File: src/rtl/ahb_lite_pkg.sv
// Shared AHB-Lite types and constants for the command initiator.
// Struct field widths follow the default 64-bit data / 32-bit address configuration.
package ahb_lite_pkg;

  typedef enum logic [1:0] {
    HTRANS_IDLE   = 2'b00,
    HTRANS_BUSY   = 2'b01,
    HTRANS_NONSEQ = 2'b10,
    HTRANS_SEQ    = 2'b11
  } htrans_e;

  localparam logic [2:0] HSIZE_BYTE  = 3'd0;
  localparam logic [2:0] HSIZE_HALF  = 3'd1;
  localparam logic [2:0] HSIZE_WORD  = 3'd2;
  localparam logic [2:0] HSIZE_DWORD = 3'd3;

  localparam logic [2:0] HBURST_SINGLE = 3'b000;
  localparam logic [3:0] HPROT_DEFAULT = 4'b0011;

  typedef enum logic [1:0] {
    ST_IDLE,
    ST_ADDR,
    ST_DATA,
    ST_RESP
  } init_state_e;

  typedef struct packed {
    logic [31:0] addr;
    logic        write;
    logic [2:0]  size;
    logic [63:0] wdata;
    logic [7:0]  wstrb;
  } cmd_t;

  typedef struct packed {
    logic [63:0] rdata;
    logic        err;
    logic        misaligned;
    logic [7:0]  wait_cnt;
  } rsp_t;

  // Largest HSIZE a bus of the given data width can carry.
  function automatic logic [2:0] max_hsize(input int unsigned data_width);
    return 3'($clog2(data_width / 8));
  endfunction

endpackage

File: src/rtl/ahb_lite_cmd_initiator.sv
// AHB-Lite manager: turns one valid/ready command into one SINGLE transfer
// and reports read data, error and wait-state count on a response channel.
module ahb_lite_cmd_initiator
  import ahb_lite_pkg::*;
#(
  parameter int unsigned AhbDataWidth = 64,
  parameter int unsigned AhbAddrWidth = 32,
  parameter int unsigned WaitCntWidth = 8
) (
  input  logic                      clk_i,
  input  logic                      rst_ni,
  input  logic                      cmd_valid_i,
  output logic                      cmd_ready_o,
  input  logic [AhbAddrWidth-1:0]   cmd_addr_i,
  input  logic                      cmd_write_i,
  input  logic [2:0]                cmd_size_i,
  input  logic [AhbDataWidth-1:0]   cmd_wdata_i,
  input  logic [AhbDataWidth/8-1:0] cmd_wstrb_i,
  output logic                      rsp_valid_o,
  input  logic                      rsp_ready_i,
  output logic [AhbDataWidth-1:0]   rsp_rdata_o,
  output logic                      rsp_err_o,
  output logic                      rsp_misaligned_o,
  output logic [WaitCntWidth-1:0]   rsp_wait_o,
  output logic [AhbAddrWidth-1:0]   haddr_o,
  output logic [2:0]                hburst_o,
  output logic [3:0]                hprot_o,
  output logic [2:0]                hsize_o,
  output logic [1:0]                htrans_o,
  output logic                      hwrite_o,
  output logic [AhbDataWidth-1:0]   hwdata_o,
  output logic [AhbDataWidth/8-1:0] hwstrb_o,
  output logic                      hsel_o,
  input  logic [AhbDataWidth-1:0]   hrdata_i,
  input  logic                      hready_i,
  input  logic                      hresp_i
);

  localparam int unsigned StrbWidth = AhbDataWidth / 8;
  localparam int unsigned LsbWidth  = $clog2(StrbWidth);
  localparam logic [2:0]  MaxSize   = max_hsize(AhbDataWidth);
  localparam logic [WaitCntWidth-1:0] WaitOne = {{(WaitCntWidth-1){1'b0}}, 1'b1};

  init_state_e             state_q;
  logic                    cmd_ready_q;
  logic                    wr_q;
  logic [AhbDataWidth-1:0] wdata_q;
  logic [StrbWidth-1:0]    wstrb_q;
  logic                    rsp_valid_q;
  logic [AhbDataWidth-1:0] rsp_rdata_q;
  logic                    rsp_err_q;
  logic                    rsp_misaligned_q;
  logic [WaitCntWidth-1:0] rsp_wait_q;
  logic [AhbAddrWidth-1:0] haddr_q;
  logic [2:0]              hsize_q;
  htrans_e                 htrans_q;
  logic                    hwrite_q;
  logic [AhbDataWidth-1:0] hwdata_q;
  logic [StrbWidth-1:0]    hwstrb_q;
  logic                    hsel_q;

  logic [LsbWidth-1:0]     size_mask_d;
  logic                    misaligned_d;

  // Only the byte-lane bits of the address take part in the alignment check.
  always_comb begin
    size_mask_d = '0;
    for (int i = 0; i < LsbWidth; i++) begin
      size_mask_d[i] = (i < int'(cmd_size_i));
    end
    misaligned_d = (cmd_size_i > MaxSize) ||
                   (|(cmd_addr_i[LsbWidth-1:0] & size_mask_d));
  end

  always_ff @(posedge clk_i or negedge rst_ni) begin
    if (!rst_ni) begin
      state_q          <= ST_IDLE;
      cmd_ready_q      <= 1'b0;
      wr_q             <= 1'b0;
      wdata_q          <= '0;
      wstrb_q          <= '0;
      rsp_valid_q      <= 1'b0;
      rsp_rdata_q      <= '0;
      rsp_err_q        <= 1'b0;
      rsp_misaligned_q <= 1'b0;
      rsp_wait_q       <= '0;
      haddr_q          <= '0;
      hsize_q          <= '0;
      htrans_q         <= HTRANS_IDLE;
      hwrite_q         <= 1'b0;
      hwdata_q         <= '0;
      hwstrb_q         <= '0;
      hsel_q           <= 1'b0;
    end else begin
      case (state_q)
        ST_IDLE: begin
          if (cmd_ready_q && cmd_valid_i) begin
            cmd_ready_q      <= 1'b0;
            wr_q             <= cmd_write_i;
            wdata_q          <= cmd_wdata_i;
            wstrb_q          <= cmd_wstrb_i;
            rsp_rdata_q      <= '0;
            rsp_wait_q       <= '0;
            rsp_err_q        <= misaligned_d;
            rsp_misaligned_q <= misaligned_d;
            if (misaligned_d) begin
              rsp_valid_q <= 1'b1;
              state_q     <= ST_RESP;
            end else begin
              haddr_q  <= cmd_addr_i;
              hsize_q  <= cmd_size_i;
              hwrite_q <= cmd_write_i;
              htrans_q <= HTRANS_NONSEQ;
              hsel_q   <= 1'b1;
              state_q  <= ST_ADDR;
            end
          end else begin
            cmd_ready_q <= 1'b1;
          end
        end
        ST_ADDR: begin
          // A low HREADY here belongs to someone else's data phase.
          if (hready_i) begin
            htrans_q <= HTRANS_IDLE;
            hsel_q   <= 1'b0;
            hwdata_q <= wr_q ? wdata_q : '0;
            hwstrb_q <= wr_q ? wstrb_q : '0;
            state_q  <= ST_DATA;
          end
        end
        ST_DATA: begin
          if (!hready_i) begin
            if (rsp_wait_q != '1) begin
              rsp_wait_q <= rsp_wait_q + WaitOne;
            end
            if (hresp_i) begin
              rsp_err_q <= 1'b1;
            end
          end else begin
            rsp_err_q   <= rsp_err_q | hresp_i;
            rsp_rdata_q <= (!wr_q && !rsp_err_q && !hresp_i) ? hrdata_i : '0;
            hwdata_q    <= '0;
            hwstrb_q    <= '0;
            rsp_valid_q <= 1'b1;
            state_q     <= ST_RESP;
          end
        end
        ST_RESP: begin
          if (rsp_ready_i) begin
            rsp_valid_q <= 1'b0;
            cmd_ready_q <= 1'b1;
            state_q     <= ST_IDLE;
          end
        end
        default: state_q <= ST_IDLE;
      endcase
    end
  end

  assign cmd_ready_o      = cmd_ready_q;
  assign rsp_valid_o      = rsp_valid_q;
  assign rsp_rdata_o      = rsp_rdata_q;
  assign rsp_err_o        = rsp_err_q;
  assign rsp_misaligned_o = rsp_misaligned_q;
  assign rsp_wait_o       = rsp_wait_q;
  assign haddr_o          = haddr_q;
  assign hburst_o         = HBURST_SINGLE;
  assign hprot_o          = HPROT_DEFAULT;
  assign hsize_o          = hsize_q;
  assign htrans_o         = htrans_q;
  assign hwrite_o         = hwrite_q;
  assign hwdata_o         = hwdata_q;
  assign hwstrb_o         = hwstrb_q;
  assign hsel_o           = hsel_q;

endmodule

File: config.mk
export PLATFORM = sky130hd
export DESIGN_NAME = ahb_lite_cmd_initiator
export DESIGN_NICKNAME = d
export VERILOG_FILES = /design/src/rtl/ahb_lite_pkg.sv /design/src/rtl/ahb_lite_cmd_initiator.sv
export SDC_FILE = /design/constraint.sdc
export NUM_CORES = 1
export LEC_CHECK = 0
export BUFFER_PORTS_ARGS = -buffer_cell sky130_fd_sc_hd__buf_2
export CORE_MARGIN = 3
export CORE_UTILIZATION = 40
export CTS_BUF_LIST = sky130_fd_sc_hd__clkbuf_8
export DETAILED_ROUTE_END_ITERATION = 16
export PLACE_DENSITY = 0.71
export RECOVER_POWER = 25
export SLEW_MARGIN = 20
export SYNTH_ARGS = -nofsm -noshare
export SYNTH_HDL_FRONTEND = slang
export SYNTH_SLANG_ARGS = --single-unit
File: constraint.sdc
create_clock -name clk_i -period 2.9 [get_ports clk_i]
set_clock_uncertainty 0.05 [all_clocks]
set_input_delay 0.145 -clock clk_i [delete_from_list [all_inputs] [get_ports clk_i]]
set_output_delay 0.145 -clock clk_i [all_outputs]
set_load 0.02 [all_outputs]
==> summary.txt <==
Power and ir drop
  – Total power: 0.0132 W
  – Leak Pwr: 7.73 nW
  – Pwr per Cell Area: 883 nW/um^2
  – Worst vdd ir: about 0.5 mV

Placement
  – Number of port buffers: 363
  – Routability cong.: 0.793
  – DP HPWL: 18700 um

Critical path
  – Worst EP arrival: 3090 ps
  – Max incr delay on CP: about 570 ps
  – Worst setup SP type: register
  – WS Path Type: register to register
  – Flop2flop setup slack: 160 ps
  – Crit path max-delay family: buffers and inverters
  – RR Endpoint: haddr_o[23]
  – Critical Path Sink: haddr_o[23]
  – Critical Path End Type: register
  – CP Data Required Time: between 3000 and 4000 ps
  – Slowest CP cell: a2111oi_4
  – Critical Path Start: state_q[0]
  – WP depth: 6
  – FF-to-FF path depth: 6
  – CP Buf/Inv Count: 2
  – Crit-path max FO: 7
  – RR Startpoint: state_q[0]
  – Critical path cell sequence: inv_1, ha_1, nand3_4, a2111oi_4, mux2_2, dlygate4sd3_1

Logic synthesis
  – Synthesized cell area: 10100 sq um
  – Synth Instances: 797
  – Share of the yosys chip area belonging to registers: 64.3%
  – Yosys warnings: 0
  – Avg Inst Size Synth: 12.7 sq um
  – Synthesized flop and latch total: 260
  – Synth unique cells: 43

Layout
  – Fillers: 1885
  – Most frequent cells in the layout: buf_2, dfrtp_1, dlygate4sd3_1
  – Nets: ~1.5k
  – Commonest non-fill, non-tap cell in the layout: buf_2
  – Area grow syn2layout: 48.2%
  – Final core utilization: 60.9%
  – Share of post-route cells with drive strength above 1: between 40% and 50%

STA
  – Final setup fails: 0
  – Final Hold Vio Count: 0
  – Tcrit/Tclk final: roughly 95%
  – Minimum clock period: 2740 ps
  – Final TNS setup: 0 ps
  – Slew Limit Fails: 95
  – Slew HR: -59.3%
  – Fmax: 0.365 GHz
  – RSZ-0062 raised after global routing: no
  – Slew @ Worst Pin: 2390 ps

Floorplan
  – # IOs: 372
  – Num rows: 57
  – Die Wd: ~170 um
  – Die area: 27200 sq um
  – Die H: about 170 um
  – Core outline area: ~25000 sq um
  – Initial Utilization: between 40% and 50%

CTS
  – Skew-Pair Late Insertion Delay: 530 ps
  – CTS tree: built
  – Hold_buf cts: 179
  – Clk sinks: 260
  – CTS Buffer Depth: 3
  – H-tree depth: 2
  – Post-cts gate resize count: 0
  – Clk slew on worst S/H paths: 60 ps
  – CTS buffer count: 45
  – Post-CTS setup buffer count: 0
  – CTS Root Cell: clkbuf_8

Routing
  – Routed Antenna Nets: 0
  – Per-cell routed wire length: about 18 um
  – Via/cell ratio: approximately 5
  – Total routed wirelength: 31500 um
  – # DRC: 0
  – DRT Pass-1 Iters: 5
  – 1st-iter DRT viols: 589
  – Detailed-route via count: 8438

Status
  – Failing checks: max-capacitance violations, max-slew violations
  – Status: finished with violations

Global route
  – Total grt overflow: 0
  – First-pass GRT wire length: 48100 um
  – Largest net degree at the start of global routing: 95
  – Antenna violations before repair: 2
  – GRT Overall Usage: approximately 22%
  – Vias in the first global route: approximately 9k

Run
  – Max Cap Viol: 1

Hold path
  – Class of the worst hold path: input pin to register
-- power breakdown --
group          total, W  internal [W]  leakage, nW  switching (W)
Combinational   0.00448       0.00181         3.80        0.00267
Sequential      0.00534       0.00473         3.38       0.000614
Clock           0.00342       0.00194        0.549        0.00149
-- flip-flops by register name, summed over array words and instances, names as in the netlist --
name              flops
wstrb_q               8
rsp_err_o             1
hsize_o               3
rsp_valid_o           1
htrans_o              1
haddr_o              32
hwdata_o             64
rsp_wait_o            8
state_q               2
hwstrb_o              8
rsp_rdata_o          64
rsp_misaligned_o      1
wr_q                  1
wdata_q              64
cmd_ready_o           1
hwrite_o              1
-- cells in the mapped netlist (all sizes together) --
library cell / count / share of area (%)
mux2: 110 / 12
a2bb2oi: 1 / 0.087
a21o: 2 / 0.15
a41o: 1 / 0.099
a2111oi: 1 / 0.15
and2: 1 / 0.062
a21bo: 1 / 0.099
a211oi: 3 / 0.22
or3: 1 / 0.11
a21boi: 1 / 0.074
clkbuf: 38 / 1.4
a211o: 2 / 0.17
o21a: 2 / 0.15
o21ai: 80 / 4.0
and3b: 1 / 0.087
nand3: 3 / 0.15
a41oi: 2 / 0.17
nand2: 150 / 5.6
o22ai: 1 / 0.062
nand2b: 3 / 0.19
nor3: 4 / 0.20
ha: 6 / 0.74
o221ai: 1 / 0.087
nor4: 2 / 0.27
nor2: 4 / 0.15
conb: 2 / 0.074
a22o: 65 / 5.6
a21oi: 6 / 0.30
dfrtp: 260 / 64
nor3b: 1 / 0.074
and3: 4 / 0.25
mux2i: 2 / 0.20
a31oi: 2 / 0.12
nor2b: 4 / 0.32
buf: 22 / 1.7
inv: 8 / 0.30
-- worst min path at each step --
stage	start	end	slack (ps)	cells after the start
global route	hresp_i	rsp_err_o	40	4
finish	hresp_i	rsp_err_o	50	4
CTS	hresp_i	rsp_err_o	2	4
floorplan	rst_ni	cmd_ready_o	-200	0
detailed placement	rst_ni	wdata_q[15]	180	1
global placement	rst_ni	wdata_q[16]	180	1
-- worst register-to-register path, delay by kind of cell, from the launching register on --
kind / cells / cell delay, ps
buf+inv: 2 / 700
compound gates: 1 / 570
flops: 1 / 410
mux: 1 / 400
fa+ha+maj: 1 / 350
simple gates: 1 / 140
-- cells by family after synthesis --
group | synth area share, %
other | 0.0743
multiplexers | 12.4
AO/OA/AOI/OAI | 11.5
AND/OR/NAND/NOR | 7.42
adder cells (fa/ha/maj) | 0.742
buffers and inverters | 3.44
flip-flops | 64.3
-- layer usage --
layer	global-route usage (%)	vias up	wire length, um
met3	6.75	108	2610
met5	0	-	0
li1	-	3874	-
met1	25.5	4077	11700
met2	37.8	379	15600
met4	12.1	0	1610
-- cell type report --
cell class	instances	area (sq um)	area share, %
clock buffer	60	826	5.51
antenna	2	5.00	0.0334
clock inverter	22	120	0.801
multi-input combinational	475	3320	22.2
inverter	8	30.0	0.200
sequential	260	6510	43.4
timing repair buffer	557	3770	25.2
tap	324	405	2.70
-- stage by stage --
stage               cell area (sq um)  hold slack (ps)  setup WS, ps  cells
floorplan                       10100             -201           664    803
global placement                12300              178           573   1445
detailed placement              12300              181           476   1445
CTS                             15000             2.08           189   1706
global route                    15000             36.5          47.3   1708
finish                          15000             47.2           158   1708
No activity file was read; power rests on OpenSTA's default activity.
